## src/rtl/mem_stage_ctl_if.sv

```systemverilog
// Pipeline-side request bundle and memory-target bus for mem_stage_ctl.
// The pipeline/testbench drives through master; the controller attaches as slave.
interface mem_stage_ctl_if;
    logic        mem_wen_in;
    logic        main_memory_enable_in;
    logic        frame_buffer_enable_in;
    logic        prog_mem_enable_in;
    logic        call_stack_enable_in;
    logic [15:0] addr_in;
    logic [7:0]  wdata_in;
    logic [13:0] call_addr_in;
    logic [7:0]  main_rdata;
    logic [7:0]  fb_rdata;
    logic [7:0]  prog_rdata;
    logic [15:0] mem_addr;
    logic [7:0]  mem_wdata;
    logic        mem_we;
    logic        main_cs;
    logic        fb_cs;
    logic        prog_cs;
    logic        stall;
    logic [7:0]  rdata_out;
    logic        rdata_valid;
    logic [13:0] ret_addr_out;
    logic        ret_valid;
    logic        stack_overflow;
    logic        stack_underflow;
    logic        multi_sel_err;
    logic [15:0] stall_count;

    modport master (
        output mem_wen_in, main_memory_enable_in, frame_buffer_enable_in,
               prog_mem_enable_in, call_stack_enable_in, addr_in, wdata_in,
               call_addr_in, main_rdata, fb_rdata, prog_rdata,
        input  mem_addr, mem_wdata, mem_we, main_cs, fb_cs, prog_cs, stall,
               rdata_out, rdata_valid, ret_addr_out, ret_valid,
               stack_overflow, stack_underflow, multi_sel_err, stall_count
    );

    modport slave (
        input  mem_wen_in, main_memory_enable_in, frame_buffer_enable_in,
               prog_mem_enable_in, call_stack_enable_in, addr_in, wdata_in,
               call_addr_in, main_rdata, fb_rdata, prog_rdata,
        output mem_addr, mem_wdata, mem_we, main_cs, fb_cs, prog_cs, stall,
               rdata_out, rdata_valid, ret_addr_out, ret_valid,
               stack_overflow, stack_underflow, multi_sel_err, stall_count
    );
endinterface

```

## src/rtl/mem_stage_ctl.sv

```systemverilog
// Memory-stage access controller: target chip selects with wait states plus hardware call stack.
// Optional stall statistic counter built when MEM_STAGE_CTL_STATS_EN is defined.
//
// state   | meaning
// IDLE    | no access in flight; zero-wait and call-stack requests complete here
// WAIT    | multi-cycle access in flight; cnt counts down to the completion cycle
module mem_stage_ctl #(
    parameter int MAIN_WAIT = 2,
    parameter int FB_WAIT   = 0,
    parameter int PROG_WAIT = 1,
    parameter int CS_DEPTH  = 16
) (
    input logic           clock,
    input logic           reset,
    mem_stage_ctl_if.slave bus
);
    localparam int IDX_W = $clog2(CS_DEPTH);
    localparam int PTR_W = IDX_W + 1;

    typedef enum logic {ST_IDLE, ST_WAIT} state_t;

    state_t           state;
    logic [3:0]       cnt;
    logic [PTR_W-1:0] sp;
    logic [13:0]      stack_mem [CS_DEPTH];
    logic [7:0]       rdata_q;
    logic             rdata_valid_q;
    logic [13:0]      ret_addr_q;
    logic             ret_valid_q;
    logic             overflow_q;
    logic             underflow_q;
    logic             multi_q;

    logic [3:0]       en_vec;
    logic             sel_stack, sel_main, sel_fb, sel_prog, req, multi;
    logic [3:0]       w_sel;
    logic [7:0]       rd_mux;
    logic             active, mem_access, start_wait, done, stall;
    logic             stack_push, stack_pop, full, empty;
    logic [PTR_W-1:0] sp_dec;

    assign en_vec    = {bus.call_stack_enable_in, bus.main_memory_enable_in,
                        bus.frame_buffer_enable_in, bus.prog_mem_enable_in};
    assign sel_stack = bus.call_stack_enable_in;
    assign sel_main  = bus.main_memory_enable_in & ~sel_stack;
    assign sel_fb    = bus.frame_buffer_enable_in & ~sel_stack & ~bus.main_memory_enable_in;
    assign sel_prog  = bus.prog_mem_enable_in & ~sel_stack & ~bus.main_memory_enable_in
                       & ~bus.frame_buffer_enable_in;
    assign req       = |en_vec;
    assign multi     = ($countones(en_vec) > 1);

    always_comb begin
        w_sel  = 4'd0;
        rd_mux = 8'd0;
        if (sel_main) begin
            w_sel  = 4'(MAIN_WAIT);
            rd_mux = bus.main_rdata;
        end else if (sel_fb) begin
            w_sel  = 4'(FB_WAIT);
            rd_mux = bus.fb_rdata;
        end else if (sel_prog) begin
            w_sel  = 4'(PROG_WAIT);
            rd_mux = bus.prog_rdata;
        end
    end

    // Upstream holds its request stable during WAIT, so the live inputs still name the target.
    assign active     = ~reset & ((state == ST_WAIT) | req);
    assign mem_access = active & ~sel_stack;
    assign start_wait = ~reset & (state == ST_IDLE) & req & ~sel_stack & (w_sel != 4'd0);
    assign done       = ~reset & (((state == ST_IDLE) & req & ~sel_stack & (w_sel == 4'd0))
                                  | ((state == ST_WAIT) & (cnt == 4'd0)));
    assign stall      = start_wait | (~reset & (state == ST_WAIT) & (cnt != 4'd0));

    assign stack_push = ~reset & (state == ST_IDLE) & sel_stack & bus.mem_wen_in;
    assign stack_pop  = ~reset & (state == ST_IDLE) & sel_stack & ~bus.mem_wen_in;
    assign full       = (sp == PTR_W'(CS_DEPTH));
    assign empty      = (sp == '0);
    assign sp_dec     = sp - PTR_W'(1);

    always_ff @(posedge clock) begin
        if (reset) begin
            state         <= ST_IDLE;
            cnt           <= 4'd0;
            sp            <= '0;
            rdata_q       <= 8'd0;
            rdata_valid_q <= 1'b0;
            ret_addr_q    <= 14'd0;
            ret_valid_q   <= 1'b0;
            overflow_q    <= 1'b0;
            underflow_q   <= 1'b0;
            multi_q       <= 1'b0;
        end else begin
            rdata_valid_q <= 1'b0;
            ret_valid_q   <= 1'b0;
            case (state)
                ST_IDLE: begin
                    if (start_wait) begin
                        cnt   <= w_sel - 4'd1;
                        state <= ST_WAIT;
                    end
                end
                ST_WAIT: begin
                    if (cnt == 4'd0) state <= ST_IDLE;
                    else             cnt   <= cnt - 4'd1;
                end
                default: state <= ST_IDLE;
            endcase
            if (done && !bus.mem_wen_in) begin
                rdata_q       <= rd_mux;
                rdata_valid_q <= 1'b1;
            end
            if (multi) multi_q <= 1'b1;
            if (stack_push) begin
                if (full) overflow_q <= 1'b1;
                else      sp         <= sp + PTR_W'(1);
            end
            if (stack_pop) begin
                ret_valid_q <= 1'b1;
                if (empty) begin
                    ret_addr_q  <= 14'd0;
                    underflow_q <= 1'b1;
                end else begin
                    ret_addr_q <= stack_mem[sp_dec[IDX_W-1:0]];
                    sp         <= sp_dec;
                end
            end
        end
    end

    // Stack storage carries no reset; entries are only read below the pointer.
    always_ff @(posedge clock) begin
        if (stack_push && !full) stack_mem[sp[IDX_W-1:0]] <= bus.call_addr_in;
    end

    assign bus.main_cs         = mem_access & sel_main;
    assign bus.fb_cs           = mem_access & sel_fb;
    assign bus.prog_cs         = mem_access & sel_prog;
    assign bus.mem_addr        = mem_access ? bus.addr_in : 16'd0;
    assign bus.mem_wdata       = mem_access ? bus.wdata_in : 8'd0;
    assign bus.mem_we          = mem_access & bus.mem_wen_in;
    assign bus.stall           = stall;
    assign bus.rdata_out       = rdata_q;
    assign bus.rdata_valid     = rdata_valid_q;
    assign bus.ret_addr_out    = ret_addr_q;
    assign bus.ret_valid       = ret_valid_q;
    assign bus.stack_overflow  = overflow_q;
    assign bus.stack_underflow = underflow_q;
    assign bus.multi_sel_err   = multi_q;

`ifdef MEM_STAGE_CTL_STATS_EN
    logic [15:0] stall_cnt_q;
    always_ff @(posedge clock) begin
        if (reset)                                   stall_cnt_q <= 16'd0;
        else if (stall && (stall_cnt_q != 16'hFFFF)) stall_cnt_q <= stall_cnt_q + 16'd1;
    end
    assign bus.stall_count = stall_cnt_q;
`else
    assign bus.stall_count = 16'd0;
`endif
endmodule

```

## src/flat_wrapper.sv

```systemverilog
// flat-port wrapper written by rule: the top's interface ports become plain ports
module mem_stage_ctl_flat 
#(
    parameter int MAIN_WAIT = 2,
    parameter int FB_WAIT   = 0,
    parameter int PROG_WAIT = 1,
    parameter int CS_DEPTH  = 16
)
  (clock, reset, bus_mem_wen_in, bus_main_memory_enable_in, bus_frame_buffer_enable_in, bus_prog_mem_enable_in, bus_call_stack_enable_in, bus_addr_in, bus_wdata_in, bus_call_addr_in, bus_main_rdata, bus_fb_rdata, bus_prog_rdata, bus_mem_addr, bus_mem_wdata, bus_mem_we, bus_main_cs, bus_fb_cs, bus_prog_cs, bus_stall, bus_rdata_out, bus_rdata_valid, bus_ret_addr_out, bus_ret_valid, bus_stack_overflow, bus_stack_underflow, bus_multi_sel_err, bus_stall_count);
  mem_stage_ctl_if bus_i ();
  input logic clock;
  input logic reset;
  input wire logic [$bits(bus_i.mem_wen_in)-1:0] bus_mem_wen_in;
  input wire logic [$bits(bus_i.main_memory_enable_in)-1:0] bus_main_memory_enable_in;
  input wire logic [$bits(bus_i.frame_buffer_enable_in)-1:0] bus_frame_buffer_enable_in;
  input wire logic [$bits(bus_i.prog_mem_enable_in)-1:0] bus_prog_mem_enable_in;
  input wire logic [$bits(bus_i.call_stack_enable_in)-1:0] bus_call_stack_enable_in;
  input wire logic [$bits(bus_i.addr_in)-1:0] bus_addr_in;
  input wire logic [$bits(bus_i.wdata_in)-1:0] bus_wdata_in;
  input wire logic [$bits(bus_i.call_addr_in)-1:0] bus_call_addr_in;
  input wire logic [$bits(bus_i.main_rdata)-1:0] bus_main_rdata;
  input wire logic [$bits(bus_i.fb_rdata)-1:0] bus_fb_rdata;
  input wire logic [$bits(bus_i.prog_rdata)-1:0] bus_prog_rdata;
  output wire logic [$bits(bus_i.mem_addr)-1:0] bus_mem_addr;
  output wire logic [$bits(bus_i.mem_wdata)-1:0] bus_mem_wdata;
  output wire logic [$bits(bus_i.mem_we)-1:0] bus_mem_we;
  output wire logic [$bits(bus_i.main_cs)-1:0] bus_main_cs;
  output wire logic [$bits(bus_i.fb_cs)-1:0] bus_fb_cs;
  output wire logic [$bits(bus_i.prog_cs)-1:0] bus_prog_cs;
  output wire logic [$bits(bus_i.stall)-1:0] bus_stall;
  output wire logic [$bits(bus_i.rdata_out)-1:0] bus_rdata_out;
  output wire logic [$bits(bus_i.rdata_valid)-1:0] bus_rdata_valid;
  output wire logic [$bits(bus_i.ret_addr_out)-1:0] bus_ret_addr_out;
  output wire logic [$bits(bus_i.ret_valid)-1:0] bus_ret_valid;
  output wire logic [$bits(bus_i.stack_overflow)-1:0] bus_stack_overflow;
  output wire logic [$bits(bus_i.stack_underflow)-1:0] bus_stack_underflow;
  output wire logic [$bits(bus_i.multi_sel_err)-1:0] bus_multi_sel_err;
  output wire logic [$bits(bus_i.stall_count)-1:0] bus_stall_count;
  assign bus_i.mem_wen_in = bus_mem_wen_in;
  assign bus_i.main_memory_enable_in = bus_main_memory_enable_in;
  assign bus_i.frame_buffer_enable_in = bus_frame_buffer_enable_in;
  assign bus_i.prog_mem_enable_in = bus_prog_mem_enable_in;
  assign bus_i.call_stack_enable_in = bus_call_stack_enable_in;
  assign bus_i.addr_in = bus_addr_in;
  assign bus_i.wdata_in = bus_wdata_in;
  assign bus_i.call_addr_in = bus_call_addr_in;
  assign bus_i.main_rdata = bus_main_rdata;
  assign bus_i.fb_rdata = bus_fb_rdata;
  assign bus_i.prog_rdata = bus_prog_rdata;
  assign bus_mem_addr = bus_i.mem_addr;
  assign bus_mem_wdata = bus_i.mem_wdata;
  assign bus_mem_we = bus_i.mem_we;
  assign bus_main_cs = bus_i.main_cs;
  assign bus_fb_cs = bus_i.fb_cs;
  assign bus_prog_cs = bus_i.prog_cs;
  assign bus_stall = bus_i.stall;
  assign bus_rdata_out = bus_i.rdata_out;
  assign bus_rdata_valid = bus_i.rdata_valid;
  assign bus_ret_addr_out = bus_i.ret_addr_out;
  assign bus_ret_valid = bus_i.ret_valid;
  assign bus_stack_overflow = bus_i.stack_overflow;
  assign bus_stack_underflow = bus_i.stack_underflow;
  assign bus_multi_sel_err = bus_i.multi_sel_err;
  assign bus_stall_count = bus_i.stall_count;
  mem_stage_ctl #(.MAIN_WAIT(MAIN_WAIT), .FB_WAIT(FB_WAIT), .PROG_WAIT(PROG_WAIT), .CS_DEPTH(CS_DEPTH)) u_core (.clock(clock), .reset(reset), .bus(bus_i));
endmodule
```

## config.mk

```make
export PLATFORM = sky130hd
export DESIGN_NAME = mem_stage_ctl_flat
export DESIGN_NICKNAME = d
export VERILOG_FILES = /design/src/rtl/mem_stage_ctl_if.sv /design/src/rtl/mem_stage_ctl.sv /design/src/flat_wrapper.sv
export SDC_FILE = /design/constraint.sdc
export NUM_CORES = 1
export LEC_CHECK = 0
export ABC_AREA = 1
export CORE_MARGIN = 2
export CORE_UTILIZATION = 50
export CTS_CLUSTER_DIAMETER = 100
export CTS_CLUSTER_SIZE = 14
export DETAILED_ROUTE_END_ITERATION = 10
export MAX_ROUTING_LAYER = met4
export PLACE_DENSITY_LB_ADDON = 0.05
export SYNTH_ARGS = -nofsm -noshare
export SYNTH_HDL_FRONTEND = slang
export SYNTH_SLANG_ARGS = --single-unit
```

## constraint.sdc

```tcl
create_clock -name clock -period 2.96 [get_ports clock]
set_clock_uncertainty 0.15 [all_clocks]
set_input_delay 0.296 -clock clock [delete_from_list [all_inputs] [get_ports clock]]
set_output_delay 0.296 -clock clock [all_outputs]
set_load 0.02 [all_outputs]
```

## After elaboration in Yosys (flattened, before gate mapping)

Memories as Yosys holds them, arrays and structs flattened.
Index checks and enable logic that the tools add are counted.

| storage, ports and cells | value |
|---|---|
| RAM bits | 224 |
| memories kept | 1 |
| flip-flop bits (word level) | 37 |
| input port bits | 69 |

| cells by class | value |
|---|---|
| magnitude comparators | 1 |
| multiplexer cells | 23 |
| bitwise gates (word level) | 35 |
| reduce and logical (&&, ||, !) cells | 13 |
| add/sub/neg operators | 7 |
| equal/unequal tests | 3 |

Memory list:

| name | depth | bits a word | rd ports | clocked after Yosys merged registers in | write ports | RTL line | text |
|---|---|---|---|---|---|---|---|
| u_core.stack_mem | 16 | 14 | 1 | 0 | 1 | mem_stage_ctl.sv:25 | `logic [13:0] stack_mem [CS_DEPTH];` |

Operators with widths:

| cell | number |
|---|---|
| adder 32 bit | 1 |
| > comparator 32 x 2 -> 1 bit, second input constant | 1 |
| 2-to-1 mux 8 bit | 4 |
| bitwise AND 1 bit | 26 |
| 2-to-1 mux 5 bit | 4 |
| 2-to-1 mux 16 bit | 1 |
| 2-to-1 mux 4 bit | 4 |
| 2-to-1 mux 14 bit | 1 |
| zero test 4 bit | 2 |
| case mux 4 bit (2 select lines) | 1 |
| nonzero test 4 bit | 2 |
| subtractor 4 x 1 -> 4 bit, second input constant | 2 |
| 2-to-1 mux 1 bit | 7 |
| NOT 1 bit | 6 |
| AND reduction 2 bit | 3 |
| adder 5 x 1 -> 5 bit, second input constant | 1 |
| equality test 5 bit, second input constant | 1 |
| zero test 5 bit | 1 |
| subtractor 5 x 1 -> 5 bit, second input constant | 1 |
| adder 1 x 1 -> 2 bit | 2 |
| OR reduction 4 bit | 1 |
| OR 1 bit | 3 |
| logical AND 1 bit | 2 |
| zero test 1 bit | 2 |
| 3 further kinds | 3 |

## Depth between registers and ports, before layout

| depth | value |
|---|---|
| depth after elaboration | 13 |
| gate-level depth with buffers | 14 |

## Worst setup path after synthesis

No wires, ideal clock.

| path | value |
|---|---|
| kind | register to register |
| start | reg u_core.sp[0] |
| end | mem u_core.stack_mem[1][0] (enable) |
| path slack | 0.208 ns |
| data required time | 2.407 ns |
| cell stages (with the launch flop) | 8 |
| clock period less this slack | 2.752 ns |
| data arrival time | 2.199 ns |
| cells stage by stage | dfxtp_1 inv_1 buf_2 buf_2 ha_1 nand2_1 nor2_1 nor3_1 |

| between the ends | value |
|---|---|
| cells in the longest elaborated chain, start to end | 5 |

RTL lines:

| item | RTL line | text |
|---|---|---|
| from (decl) | mem_stage_ctl.sv:24 | `logic [PTR_W-1:0] sp;` |
| from (signal assigned) | mem_stage_ctl.sv:116 | `else sp <= sp + PTR_W'(1);` |
| from (signal assigned) | mem_stage_ctl.sv:125 | `sp <= sp_dec;` |
| equality test 5 bit | mem_stage_ctl.sv:77 | `assign full = (sp == PTR_W'(CS_DEPTH));` |
| zero test 1 bit | mem_stage_ctl.sv:133 | `if (stack_push && !full) stack_mem[sp[IDX_W-1:0]] <= bus.call_addr_in;` |
| logical AND 1 bit | mem_stage_ctl.sv:133 |  |
| 2-to-1 mux 1 bit | mem_stage_ctl.sv:133 |  |
| 2-to-1 mux 1 bit (implied by the code) | mem_stage_ctl.sv:133 |  |
| to (decl) | mem_stage_ctl.sv:25 |  |

Parallel ways exist; a longest one is shown, timed or not.

## Worst setup path in the final report

| path | value |
|---|---|
| start | in bus_main_memory_enable_in |
| end | out bus_stall |

| between the ends | value |
|---|---|
| cells in the longest elaborated chain, start to end | 9 |
| elaborated cells on any way between the ends | 14 |
| classes of those cells | mux (3); bitwise (9); reduce/logical (2) |

RTL lines:

| item | RTL line | text |
|---|---|---|
| from (decl) | flat_wrapper.sv:14 | `input wire logic [$bits(bus_i.main_memory_enable_in)-1:0] bus_main_memory_enable_in;` |
| NOT 1 bit | mem_stage_ctl.sv:46, mem_stage_ctl.sv:47 |  |
| bitwise AND 1 bit | mem_stage_ctl.sv:47 | `assign sel_prog = bus.prog_mem_enable_in & ~sel_stack & ~bus.main_memory_enable_in` |
| bitwise AND 1 bit | mem_stage_ctl.sv:48 | `& ~bus.frame_buffer_enable_in;` |
| 2-to-1 mux 1 bit | mem_stage_ctl.sv:61 | `end else if (sel_prog) begin` |
| 2-to-1 mux 4 bit | mem_stage_ctl.sv:58 | `end else if (sel_fb) begin` |
| 2-to-1 mux 4 bit | mem_stage_ctl.sv:55 | `if (sel_main) begin` |
| nonzero test 4 bit | mem_stage_ctl.sv:70 | `assign start_wait = ~reset & (state == ST_IDLE) & req & ~sel_stack & (w_sel != 4'd0);` |
| bitwise AND 1 bit (*) | mem_stage_ctl.sv:70 |  |
| OR 1 bit (*) | mem_stage_ctl.sv:73 | `assign stall = start_wait \| (~reset & (state == ST_WAIT) & (cnt != 4'd0));` |
| to (decl) | flat_wrapper.sv:30 | `output wire logic [$bits(bus_i.stall)-1:0] bus_stall;` |

Every way passes the cells marked *; elsewhere a longest branch is shown, timed or not.

==> run_results.csv <==
group,metric,value,unit
status,outcome,"complete, no violations",
worst_setup_path,path_class,"in2out",
placed_design,globalplace.congestion,0.8932,
global_routing,use_met1,33.50,%
sta,rsz0062_at_grt,"no",
drt,totalWireLength,27240,µm
hold_path,hp-start,"u_core.bus.ret_addr_out[1]",
hold_path,hold_path_end,"u_core.bus.ret_addr_out[1]",
worst_setup_path,critPathMaxFanout,5,
global_routing,use_met2,36.68,%
global_routing,grt.total_usage,23.89,%
layout,final_util,61.87,%
worst_setup_path,critPathSlowestCell,"clkdlybuf4s50_1",
worst_setup_path,r2r_end,"u_core.bus.ret_addr_out[11]",
layout,drive_gt1_share,7.903,%
worst_setup_path,cp.required,2.51,ns
sta,fmax,0.3605,GHz
synthesis,synth_area,0.01123,mm²
sta,fin_tns_setup,0,ns
clocking,post_cts_buffers,0,
clocking,clk_pin_slew_worst_paths,0.06,ns
sta,hold_viol,0,
placed_design,dp_hpwl,17330,µm
layout,final.fill_count,1818,
sta,slew-limit-headroom,45.54,%
global_routing,grt_pass1_vias,7601,
clocking,numCtsBuffers,22,
drt,vias,8028,
die,io_pins,141,
worst_setup_path,reg2regPathDepth,11,
clocking,cts_tree,"built",
drt,ant_nets,0,
drt,vias_per_cell,5.282,
die,num_rows,54,
worst_setup_path,slowest_delay,0.62,ns
synthesis,seq_area_frac_synth,66.52,%
die,start_util,51.12,%
worst_setup_path,arrival,2.33,ns
global_routing,globalRoute.totalOverflow,0,
clocking,clkSinkCount,261,
die,die_w,153.8,µm
pwr,p_total,7.759,mW
pwr,p_per_area,571.1,mW/mm²
worst_setup_path,path_delay_family,"buffers and inverters",
flow_run,maxCapViolCount,0,
sta,worst_pin_slew,0.8170,ns
die,die_h,153.8,µm
global_routing,grt_pass1_wl,42730,µm
sta,fin_crit,2.774,ns
worst_setup_path,reg2reg_slack,0.46,ns
placed_design,io_buffers,124,
worst_setup_path,r2r-start,"u_core.sp[0]",
global_routing,grt_max_degree,113,
drt,drt_iter0_drc,698,
worst_setup_path,crit_chain,"clkdlybuf4s50_1 -> ha_1 -> inv_1 -> nand2_1 -> nand4_1 -> nand2_2 -> inv_1 -> nor2_1 -> clkdlybuf4s50_1",
drt,wire_per_inst,17.92,µm
sta,fin_crit_sh,93.72,%
global_routing,use_met3,4.087,%
synthesis,ys_warn_count,0,
global_routing,top_usage_layer,"met2",
layout,layout-area-overhead-vs-synth,21.03,%
worst_setup_path,cp-end-kind,"primary output",
hold_path,hp-class,"reg2reg",
sta,hold_ws,0.3149,ns
die,core,0.02196,mm²
synthesis,netlist_instances,1088,
worst_setup_path,setup.worst_path.start_class,"input port",
clocking,htree_num_levels,1,
layout,diodes,0,
worst_setup_path,crit_buf_inv,4,
synthesis,synth.distinct_cells,30,
clocking,clk_latency,0.51,ns
pwr,total_leakage_power,5.163,nW
pwr,vdd_ir_drop_max,0.0004735,V
sta,setup_viol,0,
clocking,clockBufferDepth,3,
global_routing,antenna_found_initial,0,
drt,drt_pre_antenna_iters,4,
sta,slew_violations,0,
clocking,clockRootBuffer,"clkbuf_16",
die,dieArea,0.02367,mm²
synthesis,avgSynthCellArea,10.32,µm²
synthesis,ys_ff_latch,261,
drt,drc,0,
hold_path,whs_path_depth,2,
layout,layout.nets,1302,
==> layout by cell type (no fill, tap or decap) <==
cell type        synthesis  layout
a21oi_1                 28      28
buf_12                   0       7
buf_4                   24      42
clkbuf_1                14      16
clkbuf_16                0      23
clkdlybuf4s50_1          0     124
clkinv_2                 0       1
conb_1                   1      16
dfxtp_1                 37      36
dfxtp_4                  0       1
edfxtp_1               224     224
fa_1                     1       1
ha_1                     8       7
ha_2                     0       1
inv_1                   67      65
inv_2                    3       4
inv_4                    0       1
nand2_1                292     291
nand2_2                  4       5
nand2_4                  1       1
nand3_1                230     230
nand3_2                  1       1
nand4_1                  3       3
nor2_1                  79      79
nor2_2                   2       2
nor2_4                   2       2
nor3_1                  15       9
nor3_2                   0       6
o211ai_1                 1       1
o211ai_2                 1       1
o21ai_0                  7       7
o21ai_1                  2       2
o22ai_1                  1       1
xnor2_1                  1       1
xor2_1                   1       1
==> tightest hold or removal path, stage by stage (launching register included) <==
cell and delay [ns]:
dfxtp_1 0.31, nand2_1 0.06, a21oi_1 0.05
==> cells in the mapped netlist <==
library cell | count | area share [%]
nand2_1 | 292 | 9.8
nand3_1 | 230 | 10
edfxtp_1 | 224 | 60
nor2_1 | 79 | 2.6
inv_1 | 67 | 2.2
dfxtp_1 | 37 | 6.6
buf_2 | 33 | 1.5
a21oi_1 | 28 | 1.2
buf_4 | 24 | 1.6
nor3_1 | 15 | 0.67
clkbuf_1 | 14 | 0.47
ha_1 | 8 | 0.89
o21ai_0 | 7 | 0.31
buf_1 | 4 | 0.13
nand2_2 | 4 | 0.22
inv_2 | 3 | 0.10
nand4_1 | 3 | 0.17
nor2_2 | 2 | 0.11
nor2_4 | 2 | 0.20
o21ai_1 | 2 | 0.089
buf_6 | 1 | 0.10
conb_1 | 1 | 0.033
fa_1 | 1 | 0.18
nand2_4 | 1 | 0.10
nand3_2 | 1 | 0.089
o211ai_1 | 1 | 0.067
o211ai_2 | 1 | 0.11
o22ai_1 | 1 | 0.056
xnor2_1 | 1 | 0.078
xor2_1 | 1 | 0.078
==> metrics by stage <==
stage / worst slack [ns] / cells / instance area, µm²
after global placement: 0.1993 / 1480 / 12940
after global routing: 0.01137 / 1520 / 13590
after detailed placement: 0.1543 / 1480 / 12940
after CTS: 0.1506 / 1520 / 13580
final: 0.1860 / 1520 / 13590
after floorplan: 0.2078 / 1103 / 11280
==> report_power, final <==
part	switching, mW	leakage (nW)	internal, mW	total [mW]
registers	0.0247	2.32	4.02	4.05
logic	0.652	2.54	0.366	1.02
clock network	1.24	0.307	1.45	2.70
total	1.92	5.16	5.84	7.76
==> flip-flops by register name (all words and copies together) (netlist names) <==
signal	flops
u_core.state	1
u_core.sp	5
u_core.bus.ret_valid	1
u_core.stack_mem	224
u_core.bus.ret_addr_out	14
u_core.bus.rdata_valid	1
u_core.bus.stack_underflow	1
u_core.bus.rdata_out	8
u_core.bus.stack_overflow	1
u_core.bus.multi_sel_err	1
u_core.cnt	4
==> layout make-up <==
type                            count  area, µm²  share of cell area [%]
Sequential cell                   261       7471                   54.99
Multi-Input combinational cell    696       3163                   23.28
Tap cell                          280      350.3                   2.579
Clock buffer                       39      635.6                   4.678
Clock inverter                      1      6.256                 0.04604
Inverter                           70      264.0                   1.943
Timing Repair Buffer              173       1697                   12.49
==> routing by layer <==
| layer | share of wire, % | vias up |
|---|---|---|
| li1 | - | 3931 |
| met3 | 7.2 | 39 |
| met4 | 1.8 | 0 |
| met5 | 0 | - |
| met2 | 45 | 305 |
| met1 | 46 | 3753 |
==> logic make-up (layout without fill, tap and decap cells) <==
logic type               count (synthesis)  after routing  synth area share, %
AND/OR/NAND/NOR                        629            629                24.22
buffers and inverters                  146            283                6.119
flip-flops                             261            261                66.52
XOR/XNOR                                 2              2               0.1561
adder cells (fa/ha/maj)                  9              9                1.070
AO/OA/AOI/OAI                           40             40                1.884
other                                    1             16              0.03341
==> timing repair <==
action | in CTS | in global routing
gates resized for setup | 0 | 1
endpoints found under the setup margin | 0 | 1
hold buffers | 0 | 0
==> worst max-delay path by stage <==
stage	start	end	slack (ns)	cells after the start
finish	bus_main_memory_enable_in	bus_stall	0.19	9
global route	bus_call_stack_enable_in	bus_stall	0.01	10
CTS	bus_main_memory_enable_in	bus_stall	0.15	9
detailed placement	bus_main_memory_enable_in	bus_stall	0.15	9
global placement	bus_main_memory_enable_in	bus_stall	0.20	9
floorplan	u_core.sp[0]	u_core.stack_mem[1][0]	0.21	7
Power figures use the tool's default switching activity.
